**src/rtl/mem_stage.sv**
```systemverilog
// Pipeline memory stage: holds one execute-stage instruction, waits for its single
// outstanding data-SRAM response, aligns/extends load data and hands off to writeback.
module mem_stage #(
  parameter int ES_TO_MS_BUS_WD = 105,
  parameter int MS_TO_WS_BUS_WD = 94,
  parameter int STALL_BUS_WD    = 10,
  parameter int FORWARD_BUS_WD  = 33
) (
  input  logic                       clk,
  input  logic                       reset,
  input  logic                       flush,
  input  logic                       ws_allowin,
  output logic                       ms_allowin,
  input  logic                       es_to_ms_valid,
  input  logic [ES_TO_MS_BUS_WD-1:0] es_to_ms_bus,
  output logic                       ms_to_ws_valid,
  output logic [MS_TO_WS_BUS_WD-1:0] ms_to_ws_bus,
  output logic [STALL_BUS_WD-1:0]    stall_ms_bus,
  output logic [FORWARD_BUS_WD-1:0]  forward_ms_bus,
  output logic                       ms_exc_eret,
  input  logic                       data_sram_data_ok,
  input  logic [31:0]                data_sram_rdata
);

  localparam int STORE_OP_BIT     = 104;
  localparam int RES_FROM_MEM_BIT = 82;

  typedef enum logic [1:0] {
    S_EMPTY = 2'd0,
    S_WAIT  = 2'd1,
    S_READY = 2'd2
  } state_e;

  typedef struct packed {
    logic        store_op;
    logic        bd;
    logic        exc;
    logic [7:0]  exc_type;
    logic        eret;
    logic        cp0_wen;
    logic        res_from_cp0;
    logic [7:0]  cp0_addr;
    logic        res_from_mem;
    logic [6:0]  inst_load;
    logic [4:0]  ld_extd_op;
    logic        gr_we;
    logic [4:0]  dest;
    logic [31:0] alu_result;
    logic [31:0] pc;
  } es_bus_t;

  state_e      state_q, state_d;
  logic        discard_q, discard_d;
  logic [31:0] rdata_q, rdata_d;
  es_bus_t     es_bus_q;

  logic ms_valid;
  logic ready_go;
  logic accept;
  logic in_mem_op;

  assign ms_valid  = (state_q != S_EMPTY);
  assign ready_go  = (state_q != S_WAIT);
  assign in_mem_op = es_to_ms_bus[STORE_OP_BIT] | es_to_ms_bus[RES_FROM_MEM_BIT];

  assign ms_allowin     = !discard_q && (!ms_valid || (ready_go && ws_allowin));
  assign ms_to_ws_valid = ms_valid && ready_go;
  assign accept         = es_to_ms_valid && ms_allowin && !flush;

  always_comb begin
    // NOTE: every variable gets its default before the case so no latch is inferred.
    state_d   = state_q;
    discard_d = discard_q;
    rdata_d   = rdata_q;

    unique case (state_q)
      S_EMPTY: begin
        if (accept) state_d = in_mem_op ? S_WAIT : S_READY;
      end
      S_WAIT: begin
        // The response only becomes visible from the register, never combinationally.
        if (data_sram_data_ok) begin
          rdata_d = data_sram_rdata;
          state_d = S_READY;
        end
      end
      S_READY: begin
        if (ws_allowin) begin
          if (accept) state_d = in_mem_op ? S_WAIT : S_READY;
          else        state_d = S_EMPTY;
        end
      end
      default: state_d = S_EMPTY;
    endcase

    // A stale response for a flushed request retires the discard and is dropped.
    if (discard_q && data_sram_data_ok) discard_d = 1'b0;

    if (flush) begin
      state_d = S_EMPTY;
      if (state_q == S_WAIT && !data_sram_data_ok) discard_d = 1'b1;
    end
  end

  always_ff @(posedge clk or posedge reset) begin
    if (reset) begin
      // NOTE: the data buffer is reset too; it is a single word, not a memory array.
      state_q   <= S_EMPTY;
      discard_q <= 1'b0;
      rdata_q   <= '0;
      es_bus_q  <= '0;
    end else begin
      // NOTE: non-blocking assignments keep every register sampling pre-edge values.
      state_q   <= state_d;
      discard_q <= discard_d;
      rdata_q   <= rdata_d;
      if (accept) es_bus_q <= es_to_ms_bus;
    end
  end

  logic [1:0]  addr_lo;
  logic [31:0] rdata_shr;
  logic [31:0] lwl_data;
  logic [15:0] ld_half;
  logic [31:0] load_data;
  logic [3:0]  rf_wstrb;
  logic [31:0] ms_result;
  logic        is_lwl, is_lwr;

  assign addr_lo   = es_bus_q.alu_result[1:0];
  assign rdata_shr = rdata_q >> {addr_lo, 3'b000};
  assign lwl_data  = rdata_q << {~addr_lo, 3'b000};
  assign ld_half   = addr_lo[1] ? rdata_q[31:16] : rdata_q[15:0];
  assign is_lwl    = es_bus_q.inst_load[5];
  assign is_lwr    = es_bus_q.inst_load[6];

  always_comb begin
    load_data = rdata_q;
    if      (es_bus_q.inst_load[1]) load_data = {{24{rdata_shr[7]}}, rdata_shr[7:0]};
    else if (es_bus_q.inst_load[2]) load_data = {24'b0, rdata_shr[7:0]};
    else if (es_bus_q.inst_load[3]) load_data = {{16{ld_half[15]}}, ld_half};
    else if (es_bus_q.inst_load[4]) load_data = {16'b0, ld_half};
    else if (is_lwl)                load_data = lwl_data;
    else if (is_lwr)                load_data = rdata_shr;
  end

  always_comb begin
    rf_wstrb = 4'b1111;
    if (!es_bus_q.gr_we || es_bus_q.exc || es_bus_q.store_op) rf_wstrb = 4'b0000;
    else if (is_lwl)                                         rf_wstrb = 4'b1111 << ~addr_lo;
    else if (is_lwr)                                         rf_wstrb = 4'b1111 >> addr_lo;
  end

  assign ms_result = es_bus_q.res_from_mem ? load_data : es_bus_q.alu_result;

  assign ms_to_ws_bus = {es_bus_q.bd, es_bus_q.exc, es_bus_q.exc_type, es_bus_q.eret,
                         es_bus_q.cp0_wen, es_bus_q.res_from_cp0, es_bus_q.cp0_addr,
                         rf_wstrb, es_bus_q.dest, ms_result, es_bus_q.pc};

  assign stall_ms_bus   = {{5{ms_valid & es_bus_q.gr_we}}, es_bus_q.dest};
  // Partial-register loads cannot be forwarded; writeback merges them first.
  assign forward_ms_bus = {ms_valid & !es_bus_q.res_from_cp0 & ready_go & !(is_lwl | is_lwr),
                           ms_result};
  assign ms_exc_eret    = ms_valid & (es_bus_q.exc | es_bus_q.eret);

  // Load extension is fully described by inst_load; lw is the default path.
  logic unused_ok;
  assign unused_ok = ^{es_bus_q.ld_extd_op, es_bus_q.inst_load[0]};

endmodule

```
**config.mk**
```make
export PLATFORM = sky130hd
export DESIGN_NAME = mem_stage
export DESIGN_NICKNAME = d
export VERILOG_FILES = /design/src/rtl/mem_stage.sv
export SDC_FILE = /design/constraint.sdc
export NUM_CORES = 1
export LEC_CHECK = 0
export ABC_AREA = 1
export BUFFER_PORTS_ARGS = -buffer_cell sky130_fd_sc_hd__clkbuf_2
export CAP_MARGIN = 20
export CORE_MARGIN = 5
export CORE_UTILIZATION = 42
export DETAILED_ROUTE_END_ITERATION = 7
export MAX_ROUTING_LAYER = met4
export PLACE_DENSITY = 0.78
export SYNTH_ARGS = -nofsm -noshare
export SYNTH_HDL_FRONTEND = slang
export SYNTH_SLANG_ARGS = --single-unit
```
**constraint.sdc**
```tcl
create_clock -name clk -period 5.2 [get_ports clk]
set_input_delay 1.3 -clock clk [delete_from_list [all_inputs] [get_ports clk]]
set_output_delay 1.3 -clock clk [all_outputs]
set_load 0.005 [all_outputs]
```
==> flow_summary.ini <==
[timing]
maxSlewHeadroom_pct = 36.5
tightest_slew_ns = 0.953
fmax_mhz = 230
rsz0062_at_grt = no
fin_skew_ns = 0.0107
min_period_ns = 4.35
fin_setup_tns_ns = 0
hold_violations = 0
setup_viol = 0
period_share_pct = 83.7
slew_viol_final = 0

[hold_path]
hold_path.class = flop to flop
hp-start = ms_to_ws_bus[84]

[clocking]
ctsResizeCount = 0
cts.reportedPaths.clkPinSlew_ns = 0.07
cts.sinks = 134
postCtsSetupBuffers = 0
clk_path_buf_depth = 2
clock_latency_ns = 0.43
htree_levels = 4
cts_root_buffer = clkbuf_16
tritoncts = yes
postCtsHoldBufs = 0
cts-buffers-inserted = 17

[synth]
synth-main-ff-cell = dfrtp_1
yosysWarnings = 0
seq_area_frac_synth_pct = 40.4
avgSynthCellArea_sq_um = 7.22
yosys-top-cells-area = dfrtp_1 (40%), nand2_1 (20%), buf_4 (10%)
ys_seq_elements = 134
async_flop_share_pct = 100
synthTopCellsByCount = nand2_1 (437), dfrtp_1 (134), o21ai_0 (114), buf_4 (111), nor2_1 (75)
synth_cell_types = 29
syn_area_sq_um = 8310
synth_edf_count = 0
synthCells = 1151
yosysTopAreaCell = dfrtp_1
yosysTopAreaCellShare_pct = 40.4
syn-num-nets = 1294
synth_most_common_cell = nand2_1

[detailed_routing]
drt_iter0_markers = 674
drcViolationCount = 0
via_per_inst = 5.12
routed_wl_um = 25600
dr.pass1.iters = 6
wl_per_cell_um = 16.3
final_antenna_net_count = 0
vias = 8028

[die]
die_y_um = 151
dieArea_sq_um = 22700
placementRows = 51
die_x_um = 151
top_level_ports = 283
initial_core_util_pct = 42.7
core_area_sq_um = 19500

[setup_path]
startpoint_type = flop
max_stage_delay_ns = 0.59
reg2reg_from = state_q[1]
end_kind = output pin
critical_path_required_ns = 3.90
worstSetupStartpoint = addr_lo[0]
critPathBufInv = 3
cp_slowest_cell = o21ai_2
cpMostUsedCell = a21oi_1
worstSetupPathType = flop to output pin
path_cells = buf_4, clkinv_2, o21ai_2, nand2_1, a21oi_1, nor2_1, a21oi_1, clkbuf_2
crit_fanout = 36
timing.critical_path.max_delay_family = buffers and inverters
cp_data_arrival_time_ns = 3.05

[finish]
finalNetCount = 1432
drive_above_1_share_pct = 28.3
final_cell_area_sq_um = 9570
area_delta_synth_final_pct = 15.2
fillers = 1940

[placed_design]
gp_congestion = 0.958
port_buffers = 276
dp_hpwl_um = 18400
placement.cell_area_sq_um = 8960

[global_route]
antenna_found_initial = 2
grt_max_degree = 110
grt_pass1_wl_um = 40000
grt_overflow = 0
grt.total_usage_pct = 23.2
grt_pass1_vias = 7683

[pwr]
leakage_nw = 5.18
p_per_area_nw_per_um2 = 637
ir_drop_uv = 301

[outcome]
status = completed

[run]
max_cap_viol_count = 0
==> worst min-delay path, stage by stage, from the launching register on <==
cell and delay, ns:
dfrtp_1 0.34, o21ai_0 0.07, nand2_1 0.06
==> state kept, by name, summed over array words and instances, names as in the netlist <==
| name | count |
|---|---|
| es_bus_q | 39 |
| state_q | 2 |
| rdata_q | 32 |
| addr_lo | 2 |
| discard_q | 1 |
| ms_to_ws_bus | 58 |
==> metrics by stage <==
stage	hold slack, ns	util, %	setup slack, ns	power (mW)	instances
finish	0.497	49.2	0.846	6.10	1569
global route	0.519	49.2	0.693	6.60	1569
CTS	0.502	49.0	0.908	6.12	1566
detailed placement	0.487	46.0	1.37	4.88	1534
global placement	0.481	46.0	1.39	4.82	1534
floorplan	0.464	-	0.317	4.18	1151
==> metal layers <==
layer	vias up	global-route usage, %	wire, um
met5	-	-	0
met4	0	5.08	450
met3	43	5.27	2350
met2	424	38.9	12900
met1	3701	28.7	9910
li1	3860	-	-
==> area by class of cell <==
class                      count  area, sq um  area share, %
multi-input combinational    810         3670           38.3
sequential                   134         3350           35.0
timing repair buffer         287         1480           15.5
clock buffer                  17          425           4.44
tap                          265          332           3.46
clock inverter                15          155           1.62
inverter                      39          153           1.59
antenna                        2         5.00         0.0523
==> placed cells by master, fill, tap and decap left out, types with 3 or more instances in the layout <==
cell type  count
nand2_1      437
clkbuf_2     276
dfrtp_1      134
o21ai_0      114
nor2_1        75
a21oi_1       66
nand3_1       63
inv_1         29
mux2_2        29
clkbuf_16     17
buf_4         10
inv_6          8
nand4_1        7
inv_2          6
nor2_2         4
nand2_2        3
inv_8          3
==> report_power, final <==
part           switching, mW  internal, mW  leakage, nW
Combinational           1.83          1.13         3.25
Clock                  0.533         0.679        0.286
Sequential             0.444          1.47         1.64
Total                   2.81          3.29         5.18
==> final timing paths <==
kind | to | cells past startpoint | slack [ns]
worst max-delay path | forward_ms_bus[0] | 8 | 0.85
worst min-delay path | ms_to_ws_bus[84] | 2 | 0.50
worst max register to register | state_q[0] | 8 | 3.16
worst min register to register | ms_to_ws_bus[84] | 2 | 0.50
max in group asynchronous | es_bus_q[76] | 4 | 3.26
min in group asynchronous | ms_to_ws_bus[89] | 2 | 0.87
==> kinds of logic (layout without fill, tap and decap cells) <==
group / Yosys count / after routing / synth area share, %
simple gates: 595 / 595 / 28.8
buf+inv: 207 / 358 / 15.5
compound gates: 186 / 186 / 11.4
flops: 134 / 134 / 40.4
mux: 29 / 29 / 3.93
other cells: 0 / 2 / 0
Power figures use the tool's default switching activity.
